--- config.mk ---
export PLATFORM = sky130hd
export DESIGN_NAME = operand_fetch
export DESIGN_NICKNAME = d
export VERILOG_FILES = /design/src/rtl/pf_pkg.sv /design/src/rtl/fwd_mux.sv /design/src/rtl/operand_fetch.sv
export SDC_FILE = /design/constraint.sdc
export NUM_CORES = 1
export LEC_CHECK = 0
export ABC_AREA = 1
export CORE_MARGIN = 2
export CORE_UTILIZATION = 48
export DETAILED_ROUTE_END_ITERATION = 16
export HOLD_SLACK_MARGIN = 0.02
export PLACE_DENSITY = 0.95
export SLEW_MARGIN = 5
export SYNTH_ARGS = -nofsm -noshare
export SYNTH_HDL_FRONTEND = slang
export SYNTH_HIERARCHICAL = 1
export SYNTH_SLANG_ARGS = --single-unit
--- constraint.sdc ---
create_clock -name clk -period 4.55 [get_ports clk]
set_input_delay 0.91 -clock clk [delete_from_list [all_inputs] [get_ports clk]]
set_output_delay 0.91 -clock clk [all_outputs]
set_load 0.01 [all_outputs]
--- src/rtl/pf_pkg.sv ---
// Shared widths and constants for the operand-fetch stage.
package pf_pkg;
    localparam int              REG_W      = 5;
    localparam logic [REG_W-1:0] REG_ZERO  = 5'd0;
    localparam int              DATA_W_DEF = 32;
    localparam int              CTRL_W_DEF = 8;
    // valid + reg_write + mem_read + rd + op_a + op_b + imm + ctrl
    localparam int              EX_BUNDLE_W = 3 + REG_W + 3*DATA_W_DEF + CTRL_W_DEF;
endpackage

--- src/rtl/fwd_mux.sv ---
// Per-source operand bypass: MEM beats WB beats the register file; r0 is always zero.
module fwd_mux
    import pf_pkg::*;
#(
    parameter int DATA_W = DATA_W_DEF
) (
    input  logic [REG_W-1:0]  src,
    input  logic              uses,
    input  logic              mem_reg_write,
    input  logic              mem_mem_read,
    input  logic [REG_W-1:0]  mem_rd,
    input  logic [DATA_W-1:0] mem_alu,
    input  logic              wb_write,
    input  logic [REG_W-1:0]  wb_rd,
    input  logic [DATA_W-1:0] wb_data,
    input  logic [DATA_W-1:0] rf_data,
    output logic [DATA_W-1:0] data
);
    logic live, mem_hit, wb_hit;

    // A load in MEM has no data yet; the hazard logic stalls on it instead.
    assign live    = uses && (src != REG_ZERO);
    assign mem_hit = live && mem_reg_write && !mem_mem_read && (mem_rd == src);
    assign wb_hit  = live && wb_write && (wb_rd == src);

    always_comb begin
        data = rf_data;
        if (src == REG_ZERO) data = '0;
        else if (mem_hit)    data = mem_alu;
        else if (wb_hit)     data = wb_data;
    end
endmodule

--- src/rtl/operand_fetch.sv ---
// Operand stage: register-file addressing, MEM/WB bypass, RAW stall detection,
// the ID/EX pipeline register and a saturating stall-cycle counter.
module operand_fetch
    import pf_pkg::*;
#(
    parameter int DATA_W = DATA_W_DEF,
    parameter int CTRL_W = CTRL_W_DEF,
    parameter int CNT_W  = 16
) (
    input  logic              clk,
    input  logic              rst_n,
    input  logic              id_valid,
    input  logic [REG_W-1:0]  id_rs,
    input  logic [REG_W-1:0]  id_rt,
    input  logic [REG_W-1:0]  id_rd,
    input  logic              id_uses_rs,
    input  logic              id_uses_rt,
    input  logic              id_reg_write,
    input  logic              id_mem_read,
    input  logic [DATA_W-1:0] id_imm,
    input  logic [CTRL_W-1:0] id_ctrl,
    output logic [REG_W-1:0]  pr1,
    output logic [REG_W-1:0]  pr2,
    input  logic [DATA_W-1:0] rd1,
    input  logic [DATA_W-1:0] rd2,
    input  logic              mem_reg_write,
    input  logic              mem_mem_read,
    input  logic [REG_W-1:0]  mem_rd,
    input  logic [DATA_W-1:0] mem_alu,
    input  logic              wb_write,
    input  logic [REG_W-1:0]  wb_rd,
    input  logic [DATA_W-1:0] wb_data,
    input  logic              flush,
    output logic              stall,
    output logic              ex_valid,
    output logic              ex_reg_write,
    output logic              ex_mem_read,
    output logic [REG_W-1:0]  ex_rd,
    output logic [DATA_W-1:0] ex_op_a,
    output logic [DATA_W-1:0] ex_op_b,
    output logic [DATA_W-1:0] ex_imm,
    output logic [CTRL_W-1:0] ex_ctrl,
    output logic [CNT_W-1:0]  stall_cnt
);
    localparam int NSRC = 2;

    logic [NSRC-1:0][REG_W-1:0]  src;
    logic [NSRC-1:0]             uses;
    logic [NSRC-1:0][DATA_W-1:0] rf;
    logic [NSRC-1:0][DATA_W-1:0] byp;
    logic [NSRC-1:0]             dep;

    assign pr1  = id_rs;
    assign pr2  = id_rt;
    assign src  = {id_rt, id_rs};
    assign uses = {id_uses_rt, id_uses_rs};
    assign rf   = {rd2, rd1};

    for (genvar i = 0; i < NSRC; i++) begin : g_src
        fwd_mux #(.DATA_W(DATA_W)) u_fwd (
            .src           (src[i]),
            .uses          (uses[i]),
            .mem_reg_write (mem_reg_write),
            .mem_mem_read  (mem_mem_read),
            .mem_rd        (mem_rd),
            .mem_alu       (mem_alu),
            .wb_write      (wb_write),
            .wb_rd         (wb_rd),
            .wb_data       (wb_data),
            .rf_data       (rf[i]),
            .data          (byp[i])
        );
    end

    // Producer still in EX, or a load in MEM whose data arrives only at WB.
    always_comb begin
        dep = '0;
        for (int i = 0; i < NSRC; i++) begin
            dep[i] = uses[i] && (src[i] != REG_ZERO) &&
                     ((ex_valid && ex_reg_write && (ex_rd == src[i])) ||
                      (mem_mem_read && mem_reg_write && (mem_rd == src[i])));
        end
    end

    assign stall = id_valid && !flush && (|dep);

    always_ff @(posedge clk or negedge rst_n) begin
        if (!rst_n) begin
            ex_valid     <= 1'b0;
            ex_reg_write <= 1'b0;
            ex_mem_read  <= 1'b0;
            ex_rd        <= '0;
            ex_op_a      <= '0;
            ex_op_b      <= '0;
            ex_imm       <= '0;
            ex_ctrl      <= '0;
            stall_cnt    <= '0;
        end else begin
            if (stall && (stall_cnt != '1))
                stall_cnt <= stall_cnt + 1'b1;
            if (flush || stall) begin
                ex_valid     <= 1'b0;
                ex_reg_write <= 1'b0;
                ex_mem_read  <= 1'b0;
                ex_rd        <= '0;
                ex_op_a      <= '0;
                ex_op_b      <= '0;
                ex_imm       <= '0;
                ex_ctrl      <= '0;
            end else begin
                ex_valid     <= id_valid;
                ex_reg_write <= id_valid && id_reg_write;
                ex_mem_read  <= id_valid && id_mem_read;
                ex_rd        <= id_rd;
                ex_op_a      <= byp[0];
                ex_op_b      <= byp[1];
                ex_imm       <= id_imm;
                ex_ctrl      <= id_ctrl;
            end
        end
    end
endmodule

==> impl_metrics.env, run 1 <==
export IMPL_status="finished clean"
export IMPL_rsz0062_at_grt="false"
export IMPL_overflow=0
export IMPL_viasPerCell=5.044
export IMPL_hold_viol=0
export IMPL_dpl_cell_area_um2=12070
export IMPL_maxSlewViolCount=0
export IMPL_netlist_area_um2=8700
export IMPL_cp_slowest_stage_delay_ns=0.71
export IMPL_cp_max_fo=7
export IMPL_grt_pass1_vias=9451
export IMPL_hp_class="reg2reg"
export IMPL_clock_latency_ns=0.43
export IMPL_fin_nets=1849
export IMPL_ys_types=26
export IMPL_p_leak_nw=7.274
export IMPL_placed_cells=1854
export IMPL_syn_avg_cell_area_um2=6.521
export IMPL_nFillCells=1398
export IMPL_ff2ff_path_depth=7
export IMPL_fin_crit_ns=3.916
export IMPL_die_area_um2=19220
export IMPL_crit_top_cell="nand2_1"
export IMPL_synthFlopType="dfrtp_1"
export IMPL_post_cts_buffers=0
export IMPL_synth_commonest_cells="353 x inv_1, 343 x nand2_1, 165 x nand3_1"
export IMPL_setup_slack_ns=0.6337
export IMPL_regToRegSetupSlack_ns=2.26
export IMPL_cp_required_ns=3.64
export IMPL_final_area_um2=12670
export IMPL_clkSinkCount=128
export IMPL_tns_ns=0
export IMPL_clockRootBuffer="clkbuf_16"
export IMPL_area_growth_pct=45.69
export IMPL_critPathLaunchType="primary input"
export IMPL_yosys_area_top_type="dfrtp_1"
export IMPL_slew_headroom_pct=36.29
export IMPL_yosysSeqAreaShare_pct=36.82
export IMPL_clk_pin_slew_worst_paths_ns=0.07
export IMPL_antenna_cells=0
export IMPL_io_pins=343
export IMPL_grt_pass1_wl_um=49250
export IMPL_clockBufferDepth=2
export IMPL_dp_slack_ns=0.6516
export IMPL_fin_crit_sh_pct=86.07
export IMPL_grt_max_degree=103
export IMPL_wl_per_cell_um=16.65
export IMPL_crit_slowest_cell="clkdlybuf4s50_1"
export IMPL_cts_tree="yes"
export IMPL_synth_top_area_share_pct=36.82
export IMPL_vias=9513
export IMPL_r2r_end="stall_cnt[0]"
export IMPL_vdd_drop_max_mv=0.2634
export IMPL_drc_errors=0
export IMPL_synth_most_common_cell="inv_1"
export IMPL_drtIter0Drc=700
export IMPL_fin_cells=1886
export IMPL_yosys_warnings=6
export IMPL_tightest_slew_ns=0.9557
export IMPL_initial_core_util_pct=48.60
export IMPL_setup_violations=0
export IMPL_core_area_um2=17900
export IMPL_synth_async_reset_ratio_pct=100.0
export IMPL_netlist_instances=1334
export IMPL_drtPass1Iterations=5
export IMPL_layout_drive_gt1_share_pct=7.544
export IMPL_synth_edf_count=0
export IMPL_fp_row_count=49
export IMPL_fmax_mhz=255.3
export IMPL_critPathArrivalTime_ns=3.01
export IMPL_synth_area_top_cells="dfrtp_1 37%, inv_1 15%, nand2_1 15%, nand3_1 9.5%, nor2_1 6.7%"
export IMPL_numCtsBuffers=17
export IMPL_crit_path_start="id_rs[2]"
export IMPL_synth_seq_cells=128
export IMPL_routed_wl_um=31400
export IMPL_syn_nets=1539
export IMPL_cts_max_level=4
export IMPL_drv_cap=0
export IMPL_hold_start="stall_cnt[5]"
export IMPL_hpwl_um=22870
export IMPL_power_density_nw_per_um2=262.4
export IMPL_end_kind="primary output"
export IMPL_antenna_found_initial=1
export IMPL_crit_family="buffers and inverters"
export IMPL_clock_skew_ns=0.01442
export IMPL_cp_num_buf_inv=4
export IMPL_critical_path_class="in2out"
export IMPL_port_buffers=342
export IMPL_fp_dieW_um=138.6
export IMPL_final_util_pct=70.80
export IMPL_path_cells="clkdlybuf4s50_1, inv_2, nand2_1, nand2_1, nor2_1, nand3_1, nand2_1, nand2_1, nand2_2, nand2_2, inv_1, clkdlybuf4s50_1"
export IMPL_cp_depth=12
export IMPL_cp_endpoint="stall"
export IMPL_ctsResizeCount=0
export IMPL_r2r_start="stall_cnt[0]"
export IMPL_dieHeight_um=138.6
export IMPL_grtUsageTotal_pct=32.51
export IMPL_drtAntennaViolNets=0
export IMPL_globalplace_congestion=0.9371
export IMPL_holdBufCountCts=0
==> sequential cells by signal, indices dropped and copies added, names as in the netlist <==
name          flops
ex_op_a          32
ex_ctrl           8
stall_cnt        16
ex_op_b          32
ex_mem_read       1
ex_imm           32
ex_reg_write      1
ex_valid          1
ex_rd             5
==> routing by layer <==
layer  part of all wire, %  track usage [%]  wire [um]
met1                    37            38.02      11590
met3                   8.9            7.251       2805
met4                   5.2            17.54       1642
met5                     0                0          0
met2                    49            55.84      15360
==> how the worst min path moves through the flow <==
stage | slack [ns] | cells after the start | endpoint
3_5_place_dp | 0.53 | 2 | stall_cnt[5]
5_1_grt | 0.60 | 2 | stall_cnt[5]
2_1_floorplan | 0.54 | 2 | stall_cnt[15]
6_report | 0.55 | 2 | stall_cnt[5]
4_1_cts | 0.55 | 2 | stall_cnt[5]
3_3_place_gp | 0.51 | 2 | stall_cnt[1]
==> worst register-to-register path: stages (launching register included) <==
cell     delay, ns
dfrtp_1       0.47
ha_1          0.25
nand3_1       0.18
nor2_2        0.25
nand4_2       0.43
nand3_2       0.45
nand2_1       0.12
nand2_1       0.08
==> cell usage in the layout (no fill, tap or decap) <==
cell             count
dfrtp_1            128
xnor2_1              9
nand4_1             19
clkinv_8             5
inv_6                6
inv_2               12
nor2_4               2
nand2_1            343
nand2_4              3
clkbuf_16           17
nand4_2              1
buf_6                1
xor2_1               9
nor3_4               2
nor3_1               2
ha_1                 1
nand3_2             45
o21ai_0              3
nor2_1             155
nand2_2              4
buf_4               16
nor2_2               6
nand3b_1             1
nand3_1            165
o21ai_1              3
buf_12               1
inv_1              353
clkdlybuf4s50_1    341
inv_8                4
==> kinds of logic (layout without fill, tap and decap cells) <==
kind of cell / after synthesis / in the layout / synth area share, %
buffers and inverters: 433 / 756 / 21.33
xor gates and xnor gates: 18 / 18 / 1.812
DFF: 128 / 128 / 36.82
AOI/OAI and AO/OA: 6 / 6 / 0.3451
and+or+nand+nor: 748 / 748 / 39.55
adders and majority gates: 1 / 1 / 0.1438
==> per-stage QoR <==
| stage | hold WS [ns] | power (W) |
|---|---|---|
| 6_report | 0.5522 | 0.003326 |
| 5_1_grt | 0.5957 | 0.003459 |
| 4_1_cts | 0.5497 | 0.003340 |
| 3_5_place_dp | 0.5316 | 0.001946 |
| 3_3_place_gp | 0.5073 | 0.001928 |
| 2_1_floorplan | 0.5391 | 0.001528 |
==> final cells by class <==
type / instances / area, um^2 / area share, %
clock buffer: 17 / 425.4 / 3.356
timing repair buffer: 359 / 3565 / 28.12
sequential: 128 / 3203 / 25.27
multi-input combinational: 773 / 3646 / 28.77
inverter: 365 / 1370 / 10.81
clock inverter: 15 / 178.9 / 1.412
tap: 229 / 286.5 / 2.261
==> report_power, final <==
part	internal [W]	total [W]	switching, W
clock	0.000745	0.00139	0.000645
combinational	0.000353	0.000716	0.000363
sequential	0.00119	0.00122	0.0000247
total	0.00229	0.00333	0.00103
Note: power is estimated with default switching activity, not from simulation.
==> run 2, diff against run 1 <==
- CORE_UTILIZATION: 48 -> 40
- CTS_CLUSTER_DIAMETER: not set -> 120
- PLACE_DENSITY: 0.95 -> 0.89
- clock period: 4.55 -> 3.3 ns (I/O delays scaled with it)
==> run 2 against run 1 <==
  * Clock power grew 44%
  * Final area grew 2.4%
  * Combinational power grew 39%
  * Largest power group unchanged
  * Largest cell class is now non-clock buffers
  * Non-clock buffer count grew 23
==> impl_metrics.env, run 2 (synthesis results as in run 1) <==
export IMPL_wl_per_cell_um=15.04
export IMPL_vdd_drop_max_mv=0.4158
export IMPL_die_area_um2=22940
export IMPL_rsz0062_at_grt="false"
export IMPL_antenna_found_initial=0
export IMPL_critPathArrivalTime_ns=2.53
export IMPL_drtAntennaViolNets=0
export IMPL_routed_wl_um=29450
export IMPL_numCtsBuffers=17
export IMPL_port_buffers=342
export IMPL_initial_core_util_pct=41.12
export IMPL_clkSinkCount=128
export IMPL_clock_latency_ns=0.42
export IMPL_vias=9164
export IMPL_dieHeight_um=151.5
export IMPL_critical_path_class="in2out"
export IMPL_critPathLaunchType="primary input"
export IMPL_globalplace_congestion=0.9217
export IMPL_hold_viol=0
export IMPL_tightest_slew_ns=0.5402
export IMPL_hpwl_um=22480
export IMPL_clockBufferDepth=2
export IMPL_cts_max_level=4
export IMPL_hp_class="in2async"
export IMPL_total_power_w=0.004673
export IMPL_tns_ns=0
export IMPL_overflow=0
export IMPL_final_seq_area_um2=3203
export IMPL_grt_pass1_wl_um=45020
export IMPL_layout_commonest_cell="inv_1"
export IMPL_drc_errors=0
export IMPL_fp_row_count=53
export IMPL_fin_crit_sh_pct=96.75
export IMPL_clk_pin_slew_worst_paths_ns=0.07
export IMPL_drv_cap=0
export IMPL_final_cell_mix="353 x inv_1, 343 x nand2_1, 335 x clkdlybuf4s50_1"
export IMPL_grtUsageTotal_pct=25.33
export IMPL_nFillCells=1931
export IMPL_cp_required_ns=2.64
export IMPL_io_pins=343
export IMPL_grt_pass1_vias=8919
export IMPL_setup_violations=0
export IMPL_core_area_um2=21150
export IMPL_power_density_nw_per_um2=360.2
export IMPL_status="finished clean"
export IMPL_fin_nets=1872
export IMPL_p_leak_nw=7.460
export IMPL_area_growth_pct=49.16
export IMPL_multi_input_comb_area_um2=3661
export IMPL_drtPass1Iterations=5
export IMPL_maxSlewViolCount=0
export IMPL_viasPerCell=4.680
export IMPL_grt_max_degree=60
export IMPL_end_kind="primary output"
export IMPL_slew_headroom_pct=63.99
export IMPL_fmax_mhz=313.2
export IMPL_cp_max_fo=4
export IMPL_clockRootBuffer="clkbuf_16"
export IMPL_reg_largest_list="ex_imm (32), ex_op_a (32), ex_op_b (32)"
export IMPL_drtIter0Drc=492
export IMPL_fin_crit_ns=3.193
export IMPL_cts_tree="yes"
export IMPL_fp_dieW_um=151.5
export IMPL_post_cts_buffers=0
export IMPL_layout_drive_gt1_share_pct=8.810
export IMPL_clock_skew_ns=0.01231
run 2: cell count changes in the layout (fill, tap and decap cells not counted):
cell / previous run / this run
clkinvlp_4: 0 / 1
clkinv_4: 0 / 2
inv_8: 4 / 6
dlymetal6s2s_1: 0 / 6
bufinv_16: 0 / 2
nor2_2: 6 / 3
clkdlybuf4s50_1: 341 / 335
diode_2: 0 / 3
buf_4: 16 / 37
inv_6: 6 / 4
buf_12: 1 / 3
clkinv_8: 5 / 0
nor2_4: 2 / 5
run 2: final timing paths:
kind                                 end  slack, ns  depth (start not counted)          start
min                           ex_imm[22]       0.19                          1          rst_n
max in group asynchronous     ex_op_a[3]       2.31                          2          rst_n
min reg2reg                stall_cnt[15]       0.53                          2  stall_cnt[15]
max                                stall       0.11                         12       id_rs[2]
min in group clk           stall_cnt[15]       0.53                          2  stall_cnt[15]
max reg2reg                 stall_cnt[2]       1.14                          7   stall_cnt[0]
run 2: cell type report:
class / instances / area share [%]
antenna: 3 / 0.05785
clock buffer: 17 / 3.278
clock inverter: 15 / 1.446
inverter: 365 / 10.56
multi-input combinational: 773 / 28.21
sequential: 128 / 24.68
tap: 275 / 2.652
timing repair buffer: 382 / 29.11
run 2: worst max-delay path, cell delays in order:
cell	delay [ns]
clkdlybuf4s50_1	0.58
inv_2	0.08
nand2_1	0.06
nand2_1	0.04
nor2_1	0.10
nand3_1	0.07
nand2_1	0.06
nand2_1	0.07
nand2_2	0.11
nand2_2	0.08
inv_1	0.06
clkdlybuf4s50_1	0.55
run 2: through the flow:
step	setup slack, ns	instance area (um^2)	hold slack [ns]	std cells	utilization [%]
3_3_place_gp	0.01797	12340	0.5014	1923	58.34
4_1_cts	0.01395	12950	0.2019	1955	61.23
2_1_floorplan	1.270	8700	0.3644	1334	-
6_report	0.1071	12980	0.1893	1958	61.34
3_5_place_dp	0.03122	12340	0.5082	1923	58.34
5_1_grt	0.001697	12970	0.2118	1955	61.31
run 2: power by group:
group	internal (W)	switching [W]	total, W
Sequential	0.00165	0.0000296	0.00168
Combinational	0.000508	0.000488	0.000996
Clock	0.00116	0.000844	0.00200
run 2: layer usage:
metal  vias to the layer above  part of all wire (%)  GRT usage, %
met5                         -                     0             0
met4                         0                   3.9         12.15
met3                        78                   6.7         5.449
met2                       360                    49         44.34
met1                      4186                    40         29.45
li1                       4540                     -             -
run 2: timing repair:
item	in CTS	in global routing
hold buffers	0	0
endpoints found under the setup margin	0	1
gates resized for setup	0	6
==> run 3, diff against run 2 <==
- ABC_AREA: 1 -> not set
- CORE_UTILIZATION: 40 -> 36
==> run 3 against run 2 <==
  * Area after synthesis fell by 25%
  * Power fell by 6.3%
  * Register-to-register slack improved by 0.05 ns
  * Cell count fell by 35%
  * Critical endpoint unchanged
  * Wire length fell by 21%
  * Combinational power fell by 21%
  * Sequential cell count did not move
  * Highest routed layer unchanged
  * Final area fell by 17%
==> impl_metrics.env, run 3 <==
export IMPL_cts_max_level=4
export IMPL_grt_pass1_vias=6772
export IMPL_cp_endpoint="stall"
export IMPL_tightest_slew_ns=0.6614
export IMPL_setup_slack_ns=0.1513
export IMPL_syn_avg_cell_area_um2=9.486
export IMPL_cts_tree="yes"
export IMPL_netlist_instances=686
export IMPL_clock_latency_ns=0.41
export IMPL_yosysSeqAreaShare_pct=49.22
export IMPL_synth_seq_cells=128
export IMPL_final_cell_mix="339 x clkdlybuf4s50_1, 136 x nand2_1, 128 x dfrtp_1"
export IMPL_clockBufferDepth=2
export IMPL_vias=6525
export IMPL_synth_top_area_share_pct=49.22
export IMPL_critical_path_class="in2out"
export IMPL_fp_row_count=49
export IMPL_area_growth_pct=66.10
export IMPL_clkSinkCount=128
export IMPL_clockRootBuffer="clkbuf_16"
export IMPL_crit_path_start="id_rt[2]"
export IMPL_initial_core_util_pct=36.48
export IMPL_dr_max_layer_used="met4"
export IMPL_drv_cap=0
export IMPL_numCtsBuffers=17
export IMPL_end_kind="primary output"
export IMPL_route_met3_wl_um=1726
export IMPL_antenna_found_initial=0
export IMPL_globalplace_congestion=0.9290
export IMPL_wl_per_cell_um=18.25
export IMPL_drt_met1_wl_um=8848
export IMPL_synth_edf_count=0
export IMPL_hp_class="in2async"
export IMPL_hold_viol=0
export IMPL_port_buffers=342
export IMPL_fin_nets=1236
export IMPL_ff2ff_path_depth=6
export IMPL_power_density_nw_per_um2=405.1
export IMPL_holdWs_ns=0.2505
export IMPL_multi_input_comb_area_um2=2912
export IMPL_grt_pass1_wl_um=36850
export IMPL_overflow=0
export IMPL_grt_max_degree=74
export IMPL_fin_crit_sh_pct=95.42
export IMPL_cp_required_ns=2.64
export IMPL_slew_headroom_pct=55.90
export IMPL_drtIter0Drc=331
export IMPL_yosys_area_top_type="dfrtp_1"
export IMPL_viasPerCell=5.126
export IMPL_cp_max_fo=3
export IMPL_synth_commonest_cells="136 x nand2_1, 128 x dfrtp_1, 121 x and2_1"
export IMPL_wl_met2_um=11820
export IMPL_synth_most_common_cell="nand2_1"
export IMPL_fin_crit_ns=3.149
export IMPL_clock_skew_ns=0.01067
export IMPL_drc_errors=0
export IMPL_cp_slowest_stage_delay_ns=0.57
export IMPL_synth_async_reset_ratio_pct=100.0
export IMPL_hpwl_um=17750
export IMPL_tns_ns=0
export IMPL_routed_wl_um=23230
export IMPL_path_cells="clkdlybuf4s50_1, or4_1, o21ai_2, o22ai_4, and2_1, dlygate4sd2_1"
export IMPL_critPathLaunchType="primary input"
export IMPL_r2r_start="stall_cnt[0]"
export IMPL_antenna_cells=0
export IMPL_synthFlopType="dfrtp_1"
export IMPL_status="finished clean"
export IMPL_clk_pin_slew_worst_paths_ns=0.07
export IMPL_final_seq_area_um2=3203
export IMPL_critPathArrivalTime_ns=2.49
export IMPL_synth_area_top_cells="dfrtp_1 49%, and2_1 12%, nand2_1 7.8%, a31oi_1 6.2%, xor2_1 5.1%"
export IMPL_p_leak_nw=4.677
export IMPL_maxSlewViolCount=0
export IMPL_rsz0062_at_grt="false"
export IMPL_netlist_area_um2=6507
export IMPL_dieHeight_um=138.5
export IMPL_reg_largest_list="ex_imm (32), ex_op_a (32), ex_op_b (32)"
export IMPL_fp_dieW_um=138.5
export IMPL_dp_slack_ns=-0.1138
export IMPL_fmax_mhz=317.6
export IMPL_regToRegSetupSlack_ns=1.19
export IMPL_vdd_drop_max_mv=0.3150
export IMPL_die_area_um2=19170
export IMPL_ys_types=30
export IMPL_yosys_warnings=6
export IMPL_drtPass1Iterations=5
export IMPL_syn_nets=891
export IMPL_layout_commonest_cell="clkdlybuf4s50_1"
export IMPL_core_area_um2=17840
export IMPL_crit_slowest_cell="or4_1"
export IMPL_layout_drive_gt1_share_pct=7.759
export IMPL_setup_violations=0
export IMPL_r2r_end="stall_cnt[1]"
export IMPL_io_pins=343
export IMPL_nFillCells=1477
export IMPL_drtAntennaViolNets=0
export IMPL_grtUsageTotal_pct=24.50
run 3: worst max-delay path, delay by kind of cell:
family | cells | cell delay [ns]
buffers and inverters | 2 | 0.80
AOI/OAI and AO/OA | 2 | 0.28
and+or+nand+nor | 2 | 0.74
run 3: kinds of logic (layout without fill, tap and decap cells):
kind of cell	Yosys count	in the layout	synth area share, %
and+or+nand+nor	307	307	24.30
AOI/OAI and AO/OA	138	138	12.67
DFF	128	128	49.22
buffers and inverters	56	414	6.037
xor gates and xnor gates	55	55	7.402
adders and majority gates	1	1	0.1922
muxes	1	1	0.1730
run 3: metrics by stage:
step | std cells | instance area, um^2 | power, W | util (%)
6_report | 1273 | 10810 | 0.004379 | 60.59
5_1_grt | 1273 | 10810 | 0.004560 | 60.59
4_1_cts | 1273 | 10810 | 0.004432 | 60.59
3_5_place_dp | 1241 | 10210 | 0.002499 | 57.25
3_3_place_gp | 1241 | 10210 | 0.002485 | 57.25
2_1_floorplan | 686 | 6507 | 0.001939 | -
run 3: worst min path at each step:
stage | endpoint | from | cells past startpoint | slack [ns]
3_5_place_dp | stall_cnt[6] | stall_cnt[6] | 1 | 0.50
4_1_cts | ex_ctrl[4] | rst_n | 1 | 0.27
3_3_place_gp | stall_cnt[2] | stall_cnt[2] | 1 | 0.49
2_1_floorplan | ex_ctrl[0] | rst_n | 0 | 0.36
6_report | ex_imm[31] | rst_n | 1 | 0.25
5_1_grt | stall_cnt[2] | rst_n | 1 | 0.29
run 3: area by class of cell:
class,count,area share (%)
repair buffers,382,35.25
flip-flops and latches,128,29.63
multi-input cells,502,26.94
clock buffers,17,3.936
well taps,229,2.651
clock inverters,15,1.597
run 3: power by group:
group | internal [W] | switching [W] | total [W]
registers | 0.00165 | 0.0000296 | 0.00168
logic | 0.000479 | 0.000312 | 0.000791
clock network | 0.00114 | 0.000772 | 0.00191
total | 0.00327 | 0.00111 | 0.00438
run 3: per-layer routing:
metal	global-route usage [%]	up-vias
met4	11.01	0
met2	42.91	379
met5	0	-
met3	6.720	64
met1	27.96	3072
li1	-	3010
run 3: what timing repair did:
action / 4_1_cts / 5_1_grt
endpoints found under the setup margin: 1 / 0
endpoints found under the hold margin: 0 / 0
buffers inserted: 0 / 0
hold buffers: 0 / 0
gates resized for setup: 2 / 0
